$ cat src/rtl/walk_button_sync_pkg.sv
// walk_button_sync_pkg: shared FSM encodings and default timing for the traffic-controller input conditioners
package walk_button_sync_pkg;
    localparam logic [2:0] IDLE     = 3'd0;
    localparam logic [2:0] PRESS_DB = 3'd1;
    localparam logic [2:0] HELD     = 3'd2;
    localparam logic [2:0] REL_DB   = 3'd3;
    localparam logic [2:0] LOCKOUT  = 3'd4;
    localparam int DEBOUNCE_DEFAULT = 16;
    localparam int LOCKOUT_DEFAULT  = 32;
endpackage

$ cat src/rtl/walk_button_sync_sync_chain.sv
// sync_chain: STAGES-deep flop synchroniser for an asynchronous level input
module sync_chain #(
    parameter int STAGES = 2
) (
    input  logic clk,
    input  logic rst,
    input  logic d,
    output logic q
);
    logic [STAGES-1:0] s;
    always_ff @(posedge clk)
        if (rst) s <= '0;
        else s <= {s[STAGES-2:0], d};
    assign q = s[STAGES-1];
endmodule

$ cat src/rtl/walk_button_sync.sv
// walk_button_sync: synchronises, debounces and rate-limits the pedestrian button into one WR_Sync pulse per press
module walk_button_sync
    import walk_button_sync_pkg::*;
#(
    parameter int SYNC_STAGES     = 2,
    parameter int DEBOUNCE_CYCLES = DEBOUNCE_DEFAULT,
    parameter int LOCKOUT_CYCLES  = LOCKOUT_DEFAULT
) (
    input  logic clk,
    input  logic Reset,
    input  logic Walk_Btn,
    output logic WR_Sync,
    output logic Btn_Level,
    output logic Busy
);
    localparam int MAXC = DEBOUNCE_CYCLES > LOCKOUT_CYCLES ? DEBOUNCE_CYCLES : LOCKOUT_CYCLES;
    localparam int CW = $clog2(MAXC + 1);
    localparam logic [CW-1:0] DEB_C = CW'(DEBOUNCE_CYCLES);
    // Lockout is entered with the counter cleared, so exit one count early for exactly LOCKOUT_CYCLES cycles
    localparam logic [CW-1:0] LOCK_C = CW'(LOCKOUT_CYCLES > 0 ? LOCKOUT_CYCLES - 1 : 0);
    localparam logic [2:0] AFTER_REL = LOCKOUT_CYCLES > 0 ? LOCKOUT : IDLE;
    logic btn_s;
    logic [2:0] state, state_n;
    logic [CW-1:0] cnt, cnt_n;
    logic pulse_n, level_n;
    sync_chain #(.STAGES(SYNC_STAGES)) u_sync (
        .clk(clk),
        .rst(Reset),
        .d(Walk_Btn),
        .q(btn_s)
    );
    always_comb begin
        state_n = state;
        cnt_n = cnt == '1 ? cnt : cnt + 1'b1;
        pulse_n = 1'b0;
        level_n = Btn_Level;
        case (state)
            IDLE: begin
                state_n = btn_s ? PRESS_DB : IDLE;
                cnt_n = btn_s ? CW'(1) : '0;
            end
            PRESS_DB:
                if (!btn_s) begin
                    state_n = IDLE;
                    cnt_n = '0;
                end else if (cnt == DEB_C) begin
                    state_n = HELD;
                    cnt_n = '0;
                    pulse_n = 1'b1;
                    level_n = 1'b1;
                end
            HELD:
                if (!btn_s) begin
                    state_n = REL_DB;
                    cnt_n = CW'(1);
                end
            REL_DB:
                if (btn_s) begin
                    state_n = HELD;
                    cnt_n = '0;
                end else if (cnt == DEB_C) begin
                    state_n = AFTER_REL;
                    cnt_n = '0;
                    level_n = 1'b0;
                end
            LOCKOUT:
                if (cnt == LOCK_C) begin
                    state_n = IDLE;
                    cnt_n = '0;
                end
            default: begin
                state_n = IDLE;
                cnt_n = '0;
            end
        endcase
    end
    always_ff @(posedge clk)
        if (Reset) begin
            state <= IDLE;
            cnt <= '0;
            WR_Sync <= 1'b0;
            Btn_Level <= 1'b0;
        end else begin
            state <= state_n;
            cnt <= cnt_n;
            WR_Sync <= pulse_n;
            Btn_Level <= level_n;
        end
    assign Busy = state != IDLE;
endmodule

$ cat config.mk
export PLATFORM = sky130hd
export DESIGN_NAME = walk_button_sync
export DESIGN_NICKNAME = d
export VERILOG_FILES = /design/src/rtl/walk_button_sync_pkg.sv /design/src/rtl/walk_button_sync_sync_chain.sv /design/src/rtl/walk_button_sync.sv
export SDC_FILE = /design/constraint.sdc
export NUM_CORES = 1
export LEC_CHECK = 0
export CAP_MARGIN = 20
export CORE_AREA = 5 5 42 44
export CTS_BUF_LIST = sky130_fd_sc_hd__clkbuf_4
export CTS_CLUSTER_DIAMETER = 100
export DETAILED_ROUTE_END_ITERATION = 7
export DIE_AREA = 0 0 47 49
export HOLD_SLACK_MARGIN = 0.03
export PLACE_DENSITY = 0.79
export SYNTH_ARGS = -nofsm -noshare
export SYNTH_HDL_FRONTEND = slang
export SYNTH_HIERARCHICAL = 1
export SYNTH_SLANG_ARGS = --single-unit
$ cat constraint.sdc
create_clock -name clk -period 2.1 [get_ports clk]
set_clock_uncertainty 0.15 [all_clocks]
set_input_delay 0.525 -clock clk [delete_from_list [all_inputs] [get_ports clk]]
set_output_delay 0.525 -clock clk [all_outputs]
set_load 0.02 [all_outputs]
After elaboration in Yosys (flattened, before gate mapping) --
Index checks and enable logic that the tools add are counted.
Word-level totals: bits in registers 13, logic and storage cells 51, input port bits 3, output and inout port bits 3
Cells by class: reduce and logical (&&, ||, !) cells 6, add/subtract/negate cells 1, multiplexer cells 22, bitwise logic cells 2, eq/ne operators 15
Operators by type and width (count):
- $mux 6 | 6
- $pmux 6 s5 | 1
- $mux 3 | 6
- $pmux 3 s5 | 1
- $eq 6x5->1 const B | 2
- $ne 2x2->1 const B | 5
- $mux 1 | 7
- $add 6x1->6 const B | 1
- $eq 3x2->1 const B | 2
- $eq 6x6->1 const B | 1
- $reduce_and 5->1 | 1
- $reduce_and 4->1 | 1
- $eq 3x1->1 const B | 1
- $eq 3x3->1 const B | 1
- $logic_not 3->1 | 1
- $ne 3x2->1 const B | 1
- $ne 3x3->1 const B | 1
- $reduce_bool 3->1 | 1
- $reduce_or 3->1 | 1
- $ne 2x1->1 const B | 1
- $not 1->1 | 2
- $pmux 1 s2 | 1
- $reduce_bool 2->1 | 1

Longest topological paths before layout --
depth after elaboration 5, mapped depth 6, depth with buffers taken out 6

Cells and area by module --
The synthesis kept the hierarchy.
By module, submodules not included:
- walk_button_sync | instances 1, area an instance 613.1 µm², sequential area each 220.2 µm², cells each 74
- sync_chain | instances 1, area an instance 52.6 µm², sequential area each 40.0 µm², cells each 4

Worst setup path after synthesis --
OpenSTA, ideal clock, no wires.
path kind register to register, from register cnt[0], to register cnt[0], period minus slack after synthesis 1.791 ns, slack 0.309 ns, stages on the path, launching flop included 7, path buffers 0, setup time 0.091 ns, data required time 1.859 ns, arrival time 1.550 ns, path through dfxtp_1 > inv_1 > ha_1 > and4bb_1 > nor2b_1 > a2111o_1 > a311oi_1
On the way: cells in the longest elaborated chain, start to end 5, elaborated cells between the ends (all ways) 11, those cells by class add/sub: 1; eq/ne: 3; mux: 7
Ends and longest elaborated chain:
- from (decl) | line walk_button_sync.sv:24 | logic [CW-1:0] cnt, cnt_n;
- from (signal assigned) | line walk_button_sync.sv:85 | cnt <= cnt_n;
- $add 6x1->6 or $eq 6x6->1 (tied branches) | line walk_button_sync.sv:34 | cnt_n = cnt == '1 ? cnt : cnt + 1'b1;
- $mux 6 | line walk_button_sync.sv:34
- $mux 6 | line walk_button_sync.sv:46, walk_button_sync.sv:61
- $mux 6 (on tied branches) | line walk_button_sync.sv:58, walk_button_sync.sv:43
- $pmux 6 s5 * | line walk_button_sync.sv:37 | case (state)
Every way passes the cells marked *; elsewhere a longest branch is shown, timed or not. A chain may end at the register's enable or synchronous reset.

Worst setup path after layout --
Ends and elaborated chain as after synthesis.

==> run_results.csv <==
group,metric,value,unit
synthesis,synth.cell_area,666,sq um
clock_tree,clock_latency,0.27,ns
clock_tree,path_clk_slew,0.08,ns
critical_path,worst_setup_path_end_kind,"register",
placed_design,gp_congestion,0.780,
clock_tree,cts_htree_levels,1,
global_route,grt_max_degree,10,
clock_tree,cts.path.max_buffers,2,
synthesis,synthFlopType,"dfxtp_1",
critical_path,path_cells,"inv_1 > ha_1 > and4bb_1 > nor2b_1 > a2111o_1 > a311oi_1",
critical_path,startpoint_type,"register",
layout,fillCellCount,127,
critical_path,crit_arrival,1.99,ns
clock_tree,root_buffer,"clkbuf_4",
sta,rsz0062_at_grt,"false",
layout,final_nets,98,
sta,setup_violations,0,
layout,regArea,260,sq um
power,p_per_area,547,nW/um^2
sta,timing.slew.headroom,83.9,%
drt,avgViaCountPerCell,5.56,
power,p_leak,0.317,nW
synthesis,synth_fp_nets,83,
layout,antenna_cells,0,
floorplan,initial_core_util,47.5,%
clock_tree,cts_setup_buffers,0,
layout,multi_input_area,378,sq um
drt,drt-initial-drc-count,19,
critical_path,slowest_stage,"dfxtp_1",
synthesis,synth-edff-count,0,
sta,tns,0,ns
critical_path,critPathKind,"reg2reg",
drt,wirelength,1320,microns
clock_tree,cts_buffers,3,
drt,post-route-drc-count,0,
power,power,0.442,mW
layout,syn2layout_area_growth,21.4,%
synthesis,ys_warn_count,6,
outcome,status,"completed",
floorplan,die_h,49,microns
drt,wire_per_inst,12.3,microns
worst_hold_path,hold_class,"reg2reg",
placed_design,io_buffer_count,5,
sta,timing.fmax,514,MHz
layout,drive_above_1_share,13.0,%
critical_path,critPathRequiredTime,2.14,ns
layout,final_common_cell,"dfxtp_1",
global_route,grt_usage,13.7,%
synthesis,synth-async-reset-ratio,0,%
sta,report.final.slew_viol_count,0,
placed_design,dp_hpwl,981,microns
drt,dr.pass1.iters,4,
critical_path,worstPathMaxFanout,6,
drt,dr_total_vias,601,
clock_tree,hold_buffers,0,
synthesis,ys_types,34,
sta,period_share,92.7,%
floorplan,die_area,2300,sq um
sta,fin_crit,1.95,ns
layout,layout_common_cells,"dfxtp_1, nor2_1, buf_4, inv_1, nor3_1",
synthesis,synth_area_per_cell,8.53,sq um
floorplan,fp-row-count,14,
global_route,antenna_found_initial,0,
floorplan,num_io_pins,6,
critical_path,slowest_delay,0.43,ns
drt,antenna_left,0,
power,ir_drop,0.000393,V
global_route,grt_pass1_wl,2340,microns
clock_tree,clock-sinks,13,
clock_tree,cts_tree,"yes",
synthesis,yosysSeqAreaShare,39.1,%
synthesis,postSynthRegisterBits,13,
sta,hold_violations,0,
floorplan,fp.dieW,47,microns
sta,worstMarginPinSlew,0.237,ns
synthesis,netlist_instances,78,
floorplan,core-area,1400,sq um
global_route,grt_overflow,0,
global_route,grt_pass1_vias,542,
run,maxCapViolCount,0,
==> worst paths after layout <==
kind	from	to	slack [ns]	cells after the start
max	cnt[0]	cnt[0]	0.15	6
min reg2reg	u_sync/s[0]	u_sync/s[1]	0.30	1
max reg2reg	cnt[0]	cnt[0]	0.15	6
min	u_sync/s[0]	u_sync/s[1]	0.30	1
==> worst max-delay path: cells and delay by family, from the launching register on <==
kind	cells	cell delay, ns
AO/OA/AOI/OAI	2	0.64
flip-flops	1	0.43
AND/OR/NAND/NOR	2	0.36
adder cells (fa/ha/maj)	1	0.20
buffers and inverters	1	0.09
==> logic make-up after synthesis <==
kind of cell,Yosys count,share of synthesized area (%)
DFF,13,39.1
buffers and inverters,7,4.13
AOI/OAI and AO/OA,15,16.7
and+or+nand+nor,37,30.6
xor gates and xnor gates,2,2.63
muxes,2,3.01
adders and majority gates,2,3.76
==> layout make-up <==
class	count	share of cell area, %
Multi-Input combinational cell	58	46.7
Sequential cell	13	32.2
Tap cell	16	2.48
Clock buffer	4	3.72
Timing Repair Buffer	12	12.5
Inverter	5	2.32
==> registers in the layout, summed over array words and instances (netlist names) <==
register,flops
cnt,6
state,3
u_sync/s,2
Btn_Level,1
WR_Sync,1
==> stage by stage <==
step           utilization (%)  hold WS, ns  cells  cell area, sq um  worst slack (ns)
2_1_floorplan                -        0.264     78               666             0.309
3_5_place_dp              55.6        0.287    104               779            0.0619
5_1_grt                   57.7        0.324    108               808            0.0130
3_3_place_gp              55.6        0.279    104               779             0.153
6_report                  57.7        0.301    108               808             0.154
4_1_cts                   57.7        0.310    108               808             0.150
==> routing by layer <==
metal  track usage [%]  share of wire [%]  up-vias
li1                  -                  -      311
met2              18.3                 44       15
met1              19.8                 51      273
met4              6.91               0.98        0
met3              3.32                3.9        2
met5                 0                  0        -
==> cell usage after synthesis (all sizes together), types with 2 or more instances <==
cell type   n  share of area [%]
nor2b       4                3.8
nand2       3                1.7
mux2i       2                3.0
inv         5                2.8
nor2       11                6.2
a21oi       4                3.0
nor3        5                3.8
dfxtp      13                 39
o21a        2                2.3
nand3       3                2.3
xor2        2                2.6
ha          2                3.8
==> report_power, final <==
part / internal (mW) / switching (mW)
registers: 0.249 / 0.00267
logic: 0.0121 / 0.0104
clock network: 0.0865 / 0.0815
==> timing repair <==
item                                    in CTS  in global routing
endpoints found under the setup margin       1                  0
endpoints found under the hold margin        0                  0
resized for setup                            1                  0
(Power assumes the default switching activity.)
